File: src/rtl/apb_cmd_master.sv
// rtl/apb_cmd_master.sv - FIFO-fed APB command master; define APB_CMD_PREADY_EN for pready wait states and timeout
module apb_cmd_master #(
  parameter int N     = 32,
  parameter int DEPTH = 4,
  parameter int GAP   = 0
) (
  input  logic         sys_clk,
  input  logic         rst_b,
  input  logic         cmd_valid,
  output logic         cmd_ready,
  input  logic         cmd_write,
  input  logic         cmd_sel,
  input  logic [N-1:0] cmd_addr,
  input  logic [N-1:0] cmd_wdata,
  output logic         rsp_valid,
  output logic         rsp_write,
  output logic [N-1:0] rsp_rdata,
  output logic         rsp_err,
  output logic         busy,
  output logic [N-1:0] apb_xx_paddr,
  output logic [N-1:0] apb_xx_pwdata,
  output logic         apb_xx_pwrite,
  output logic         apb_xx_penable,
  output logic         apb_slavex_psel0,
  output logic         apb_slavex_psel1,
`ifdef APB_CMD_PREADY_EN
  input  logic         apb_xx_pready,
`endif
  input  logic [N-1:0] slavex0_apb_prdata,
  input  logic [N-1:0] slavex1_apb_prdata
);

  localparam int AW = $clog2(DEPTH);
  localparam int FW = 2 + 2 * N;
  localparam logic [3:0] GAP_LAST = (GAP > 0) ? 4'(GAP - 1) : 4'd0;

  typedef enum logic [1:0] {ST_IDLE, ST_SETUP, ST_ACCESS, ST_GAP} state_t;

  state_t         state, state_nx;
  logic [FW-1:0]  mem [DEPTH];
  logic [AW:0]    wr_ptr, rd_ptr;
  logic           empty, full, push, pop;
  logic           done, err;
  logic           h_write, h_sel;
  logic [N-1:0]   h_addr, h_wdata;
  logic [3:0]     gap_cnt;

  // Extra pointer bit distinguishes full from empty when the indices match
  assign empty     = (wr_ptr == rd_ptr);
  assign full      = (wr_ptr == {~rd_ptr[AW], rd_ptr[AW-1:0]});
  assign cmd_ready = !full;
  assign push      = cmd_valid && !full;

  always_ff @(posedge sys_clk) begin
    if (push) mem[wr_ptr[AW-1:0]] <= {cmd_write, cmd_sel, cmd_addr, cmd_wdata};
  end

  always_ff @(posedge sys_clk or negedge rst_b) begin
    if (!rst_b) begin
      wr_ptr <= '0;
      rd_ptr <= '0;
    end else begin
      if (push) wr_ptr <= wr_ptr + 1'b1;
      if (pop)  rd_ptr <= rd_ptr + 1'b1;
    end
  end

  always_ff @(posedge sys_clk or negedge rst_b) begin
    if (!rst_b) begin
      h_write <= 1'b0;
      h_sel   <= 1'b0;
      h_addr  <= '0;
      h_wdata <= '0;
    end else if (pop) begin
      {h_write, h_sel, h_addr, h_wdata} <= mem[rd_ptr[AW-1:0]];
    end
  end

`ifdef APB_CMD_PREADY_EN
  logic [3:0] wait_cnt;

  always_ff @(posedge sys_clk or negedge rst_b) begin
    if (!rst_b)                                     wait_cnt <= 4'd0;
    else if (state == ST_ACCESS && !apb_xx_pready)  wait_cnt <= wait_cnt + 4'd1;
    else                                            wait_cnt <= 4'd0;
  end
`endif

  always_ff @(posedge sys_clk or negedge rst_b) begin
    if (!rst_b) state <= ST_IDLE;
    else        state <= state_nx;
  end

  always_comb begin
    state_nx = state;
    pop      = 1'b0;
    done     = 1'b0;
    err      = 1'b0;
    case (state)
      ST_IDLE: begin
        if (!empty) begin
          pop      = 1'b1;
          state_nx = ST_SETUP;
        end
      end
      ST_SETUP: state_nx = ST_ACCESS;
      ST_ACCESS: begin
`ifdef APB_CMD_PREADY_EN
        // Sixteenth straight low-pready cycle ends the transfer as a timeout
        if (apb_xx_pready) begin
          done = 1'b1;
        end else if (wait_cnt == 4'd15) begin
          done = 1'b1;
          err  = 1'b1;
        end
`else
        done = 1'b1;
`endif
        if (done) state_nx = (GAP > 0) ? ST_GAP : ST_IDLE;
      end
      ST_GAP: begin
        if (gap_cnt == GAP_LAST) state_nx = ST_IDLE;
      end
      default: state_nx = ST_IDLE;
    endcase
  end

  always_ff @(posedge sys_clk or negedge rst_b) begin
    if (!rst_b)                gap_cnt <= 4'd0;
    else if (state == ST_GAP)  gap_cnt <= gap_cnt + 4'd1;
    else                       gap_cnt <= 4'd0;
  end

  always_ff @(posedge sys_clk or negedge rst_b) begin
    if (!rst_b) begin
      rsp_valid <= 1'b0;
      rsp_write <= 1'b0;
      rsp_rdata <= '0;
      rsp_err   <= 1'b0;
    end else begin
      rsp_valid <= done;
      if (done) begin
        rsp_write <= h_write;
        rsp_err   <= err;
        rsp_rdata <= (h_write || err) ? '0 : (h_sel ? slavex1_apb_prdata : slavex0_apb_prdata);
      end
    end
  end

  assign apb_xx_paddr     = h_addr;
  assign apb_xx_pwdata    = h_wdata;
  assign apb_xx_pwrite    = h_write;
  assign apb_xx_penable   = (state == ST_ACCESS);
  assign apb_slavex_psel0 = (state == ST_SETUP || state == ST_ACCESS) && !h_sel;
  assign apb_slavex_psel1 = (state == ST_SETUP || state == ST_ACCESS) && h_sel;
  assign busy             = (state != ST_IDLE) || !empty;

endmodule

File: config.mk
export PLATFORM = sky130hd
export DESIGN_NAME = apb_cmd_master
export DESIGN_NICKNAME = d
export VERILOG_FILES = /design/src/rtl/apb_cmd_master.sv
export SDC_FILE = /design/constraint.sdc
export NUM_CORES = 1
export LEC_CHECK = 0
export CORE_ASPECT_RATIO = 0.5
export CORE_MARGIN = 3
export CORE_UTILIZATION = 30
export CTS_BUF_LIST = sky130_fd_sc_hd__clkbuf_4
export DETAILED_ROUTE_END_ITERATION = 8
export SETUP_SLACK_MARGIN = 0.2
export SYNTH_ARGS = -nofsm -noshare
export SYNTH_HDL_FRONTEND = slang
export SYNTH_SLANG_ARGS = --single-unit
File: constraint.sdc
create_clock -name sys_clk -period 4.7 [get_ports sys_clk]
set_input_delay 0.94 -clock sys_clk [delete_from_list [all_inputs] [get_ports sys_clk]]
set_output_delay 0.94 -clock sys_clk [all_outputs]
set_load 0.02 [all_outputs]
==> flow_summary.ini, run 1 <==
[run_status]
outcome = complete, no violations

[synth]
yosys_most_used_dff = edfxtp_1
synth_register_bits = 376
synth_enable_flop_cells = 264
synth-warning-count = 0
synth-compound-area-share = 0.0190
netlist_instances = 700
synthTopCellsByCount = 264 x edfxtp_1, 112 x dfrtp_1, 66 x mux4_2
yosys.area_share.adder = 0.00957
synth_top_area_cell = edfxtp_1
synth_simple_gate_area_share = 0.00800
synthMostInstantiatedCell = edfxtp_1
post_synth_cell_types = 34
synthMuxAreaShare = 0.185
seq_area_frac_synth = 0.746
avgSynthCellArea_um2 = 20.6
ys_async_sr_fraction = 0.298
synthesis.nets = 844
synth_top_family_by_area = multiplexers
yosysTopAreaCellShare = 0.551
synthXorXnorAreaFrac = 0.00783
synth_area_leaders = edfxtp_1 55%, dfrtp_1 19%, mux4_2 10%
post_synth_instance_area_um2 = 14400

[timing]
period_needed_ps = 3680
worst_slew_margin_rel = 0.268
final.hold.worst_slack_ps = 391
final_clock_skew_ps = 33.0
post-route-worst-setup-slack_ps = 1020
report.final.slew_viol_count = 0
number_of_hold_slack_violations_in_the_final_timing_report = 0
finalCritPeriodShare = 0.784
clock.fmax_mhz = 271
grt_setup_unrepaired = false
setup_tns_ps = 0
finalSetupViolCount = 0
worstMarginPinSlew_ps = 1100

[clock_network]
cts.clk_slew.worst_paths_ps = 80
cts.path.max_buffers = 3
tritoncts.num_buffers = 91
ctsHtreeMaxLevel = 3
hold_buffers = 0
insertion_delay_ps = 760
clock_tree.root_cell = clkbuf_4
cts_num_sinks = 376
postCtsSetupRepairBufs = 0
tritoncts = built
cts_repair_resize_count = 0

[placed_design]
placement.io_buffers = 236
placement.setup.worst_slack_ps = 1620
place.detailed.hpwl_mm = 19.2
gp_routability_congestion = 0.734

[critical_path]
cp_max_fo = 22
beginning_of_the_critical_path = rd_ptr[0]
cells_on_worst_reg2reg_path = 3
path_buf_inv = 1
critical_path.cell_chain = xnor2_1, nand4_1, clkdlybuf4s50_1
reg2reg_slack_ps = 1950
timing.critical_path.to_type = output pin
crit_path_max_incr_delay_ps = 660
crit-reg2reg-capture = mem[1][43]
cp-endpoint = busy
criticalPathCategory = flop to output pin
critical-path-top-delay-family = flip-flops
timing.critical_path.depth = 3
critPathRequiredTime_ps = 3760
critical-path-slowest-cell = dfrtp_4
worst_r2r_startpoint = rd_ptr[0]
startpoint_kind_of_the_worst_setup_timing_path = flop
crit_arrival_ps = 2740

[global_route]
grt_antenna_before_repair = 3
grt_usage = 0.126
first_global_vias = 8437
grt_remaining_overflow = 0
global_route_wire_length_before_repair_mm = 48.7
maximum_number_of_pins_on_one_net_before_global_route_repair = 72

[drt]
wl_met1_mm = 11.5
route.vias.total = 7540
vias_per_cell = 4.37
wl_per_cell_um = 18.4
met3_length_mm = 1.14
routed-wl-met2_mm = 18.6
drt-initial-drc-count = 326
routed_wl_mm = 31.8
drc_errors = 0
drtPass1Iterations = 4
highest_routed_layer = met4
route.antenna.remaining_nets = 0

[run]
max_cap_viol_count = 0

[power_and_ir_drop]
cellLeakagePower_nw = 6.81
power_per_cell_area_nw_per_um2 = 671
ir_drop_v = 0.000455

[floorplanning]
rows = 56
die_x_um = 316
top_level_ports = 238
floorplan.initialDensity = 0.306
die_area_um2 = 50800
die_y_um = 161
floorplan.core_area_um2 = 47100

[min_path]
hold_path_class = input pin to asynchronous set/reset pin

[final_layout]
area_growth_pct = 29.9
final_net_count = 1149
post_route_cells_drive_above_1_share = 0.290
-- per-layer routing --
layer	up-vias	GRT usage
met4	0	0.0461
met3	53	0.0299
met1	3926	0.129
li1	3432	-
met5	-	0
met2	129	0.246
-- kinds of logic after synthesis --
kind of cell,after synthesis
adder cells (fa/ha/maj),11
buffers and inverters,73
AND/OR/NAND/NOR,20
AO/OA/AOI/OAI,40
flip-flops,376
XOR/XNOR,12
other,1
multiplexers,167
-- through the flow --
step / cells / instance area, um2 / util / power, mW
after floorplan: 700 / 14400 / - / 8.24
after global placement: 1550 / 17400 / 0.370 / 9.88
after detailed placement: 1550 / 17400 / 0.370 / 10.0
after CTS: 1722 / 18700 / 0.397 / 12.8
after global routing: 1725 / 18700 / 0.397 / 13.3
final: 1725 / 18700 / 0.397 / 12.5
-- layout make-up --
| class | instances | area, um2 |
|---|---|---|
| diodes | 3 | 7.51 |
| flip-flops and latches | 376 | 10700 |
| inverters | 38 | 143 |
| clock inverters | 24 | 123 |
| multi-input cells | 251 | 3320 |
| fillers | 4284 | 28400 |
| repair buffers | 247 | 2440 |
| clock buffers | 148 | 1110 |
| well taps | 638 | 798 |
-- worst min path at each step --
stage | depth (start not counted) | slack (ps) | to
4_1_cts | 1 | 320 | apb_xx_pwdata[19]
5_1_grt | 1 | 390 | apb_xx_paddr[16]
6_report | 1 | 390 | rsp_rdata[7]
3_5_place_dp | 1 | 490 | gap_cnt[0]
3_3_place_gp | 1 | 470 | gap_cnt[0]
2_1_floorplan | 1 | 450 | gap_cnt[0]
-- report_power, final --
part           switching (mW)  internal [mW]
combinational            2.32           2.41
sequential              0.441           4.62
clock                    1.30           1.44
total                    4.06           8.47
-- cells in the final DEF, fill, tap and decap left out, types with 3 or more instances in the layout --
cell type	Yosys	routed
inv_1	38	38
clkinv_1	0	15
buf_4	4	12
xor2_1	5	5
clkdlybuf4s50_1	0	235
clkinv_2	0	3
diode_2	0	3
o22ai_1	32	32
and2_4	0	3
mux2_2	49	49
clkinvlp_4	0	3
edfxtp_1	264	264
dfrtp_1	112	109
mux2_4	20	20
xnor2_1	6	6
nand2_1	4	4
and2_1	7	4
clkbuf_4	0	148
mux2i_1	32	32
ha_1	11	11
mux4_2	66	66
-- state kept, by name (all words and copies together) (netlist names) --
signal	flops
wr_ptr	3
state	2
rsp_write	1
h_sel	1
rsp_valid	1
rsp_rdata	32
apb_xx_pwrite	1
mem	264
apb_xx_pwdata	32
apb_xx_paddr	32
rd_ptr	3
gap_cnt	4
-- worst register-to-register path: cells and delay by family, from the launching register on --
kind / cells / cell delay [ps]
DFF: 1 / 710
xor gates and xnor gates: 1 / 390
AOI/OAI and AO/OA: 1 / 300
and+or+nand+nor: 1 / 890
No activity file was read; power rests on OpenSTA's default activity.
==> inputs of run 2 (changes only) <==
==> constraint.sdc (replaced) <==
create_clock -name sys_clk -period 3.6 [get_ports sys_clk]
set_input_delay 0.72 -clock sys_clk [delete_from_list [all_inputs] [get_ports sys_clk]]
set_output_delay 0.72 -clock sys_clk [all_outputs]
set_load 0.02 [all_outputs]
==> flow_summary.ini, run 2 (synthesis results as in run 1) <==
[critical_path]
critPathRequiredTime_ps = 2880
reg2reg_slack_ps = 1090
crit_path_max_incr_delay_ps = 640
criticalPathCategory = flop to output pin
cp_max_fo = 17
crit_arrival_ps = 2440
path_buf_inv = 1
beginning_of_the_critical_path = rd_ptr[0]
critical-path-top-delay-family = flip-flops
timing.critical_path.depth = 3
cp-endpoint = busy
startpoint_kind_of_the_worst_setup_timing_path = flop
timing.critical_path.to_type = output pin
crit-reg2reg-capture = mem[1][64]
cells_on_worst_reg2reg_path = 4
critical_path.cell_chain = xnor2_4, nand4_1, clkdlybuf4s50_1
critical-path-slowest-cell = dfrtp_4
worst_r2r_startpoint = rd_ptr[0]

[final_layout]
mostFrequentLayoutCells = 264 x edfxtp_1, 235 x clkdlybuf4s50_1, 133 x clkbuf_4, 109 x dfrtp_1, 66 x mux4_2
final_net_count = 1153
ff_latch_area_um2 = 10700
multi_input_comb_area_um2 = 3350
largest_reg_flops = 264
post_route_cells_drive_above_1_share = 0.281
area_growth_pct = 30.6
fillCellCount = 4300
mostFrequentLayoutCell = edfxtp_1

[power_and_ir_drop]
power_per_cell_area_nw_per_um2 = 874
cellLeakagePower_nw = 6.84
ir_drop_v = 0.000598

[placed_design]
placement.io_buffers = 236
place.detailed.hpwl_mm = 20.8
gp_routability_congestion = 0.776
placement.setup.worst_slack_ps = 929

[timing]
number_of_hold_slack_violations_in_the_final_timing_report = 0
finalCritPeriodShare = 0.877
final_clock_skew_ps = 61.5
setup_tns_ps = 0
clock.fmax_mhz = 317
post-route-worst-setup-slack_ps = 443
report.final.slew_viol_count = 0
period_needed_ps = 3160
worst_slew_margin_rel = 0.286
worstMarginPinSlew_ps = 1070
finalSetupViolCount = 0
grt_setup_unrepaired = false

[clock_network]
cts.clk_slew.worst_paths_ps = 60
tritoncts = built
clock_tree.root_cell = clkbuf_4
insertion_delay_ps = 750
cts_num_sinks = 376
tritoncts.num_buffers = 89
postCtsSetupRepairBufs = 0
cts.path.max_buffers = 3
ctsHtreeMaxLevel = 3

[min_path]
hold_path_class = flop to flop
whs_path_depth = 1

[global_route]
global_route_wire_length_before_repair_mm = 48.9
grt_remaining_overflow = 0
first_global_vias = 8251
grt_antenna_before_repair = 3
grt_usage = 0.127
maximum_number_of_pins_on_one_net_before_global_route_repair = 69

[floorplanning]
rows = 56
floorplan.initialDensity = 0.306
die_x_um = 316
die_y_um = 161
die_area_um2 = 50800
floorplan.core_area_um2 = 47100
top_level_ports = 238

[drt]
route.vias.total = 7455
route.antenna.remaining_nets = 0
wl_per_cell_um = 18.5
drtPass1Iterations = 4
drc_errors = 0
vias_per_cell = 4.33
drt-initial-drc-count = 355
routed_wl_mm = 31.9

[run]
max_cap_viol_count = 0

[run_status]
outcome = complete, no violations
-- run 2: cell count changes in the layout (fill, tap and decap cells not counted), sizes merged --
cell	delta
bufinv	+2
clkinvlp	-3
inv	+2
clkinv	+6
dlygate4sd3	+1
clkbuf	-15
buf	+5
-- run 2: cell type report --
type,instances,share of cell area
Antenna cell,3,0.000400
Clock buffer,133,0.0531
Clock inverter,31,0.0101
Inverter,38,0.00759
Multi-Input combinational cell,251,0.178
Sequential cell,376,0.572
Tap cell,638,0.0425
Timing Repair Buffer,253,0.137
-- run 2: repair_timing --
item                       4_1_cts  5_1_grt
pin swaps                        0        0
gates resized for setup          1        2
hold endpoints to repair        31        0
hold buffers                     1        0
cloned                           0        0
setup endpoints to repair        2        2
-- run 2: report_power, final --
part,internal (mW),leakage [nW],total [mW],switching (mW)
Clock,1.85,0.700,3.49,1.64
Sequential,6.02,3.78,6.58,0.559
Combinational,3.25,2.36,6.35,3.10
Total,11.1,6.84,16.4,5.30
-- run 2: through the flow --
step | cells | total power [mW] | hold WS, ps | util | cell area [um2]
5_1_grt | 1723 | 17.4 | 436 | 0.399 | 18800
3_5_place_dp | 1555 | 13.2 | 481 | 0.373 | 17600
3_3_place_gp | 1555 | 13.0 | 469 | 0.373 | 17600
2_1_floorplan | 700 | 10.8 | 424 | - | 14400
6_report | 1723 | 16.4 | 487 | 0.399 | 18800
4_1_cts | 1720 | 16.7 | 439 | 0.398 | 18800
-- run 2: worst min-delay path by stage --
stage                from           endpoint
6_report       gap_cnt[0]         gap_cnt[0]
5_1_grt             rst_b  apb_xx_pwdata[26]
4_1_cts             rst_b  apb_xx_pwdata[26]
3_5_place_dp   gap_cnt[0]         gap_cnt[0]
3_3_place_gp   gap_cnt[0]         gap_cnt[0]
2_1_floorplan       rst_b    apb_xx_paddr[0]
-- run 2: worst register-to-register path, stage by stage, from the launching register on --
cell     delay [ps]
dfrtp_4         680
xor2_1          400
o31a_1          320
and2_4          430
buf_4           330
-- run 2: metal layers --
| metal | wire length, um | part of all wire | track usage |
|---|---|---|---|
| met1 | 11500 | 0.36 | 0.131 |
| met3 | 1000 | 0.031 | 0.0331 |
| met4 | 345 | 0.011 | 0.0362 |
| met5 | 0 | 0 | 0 |
| met2 | 19100 | 0.60 | 0.251 |
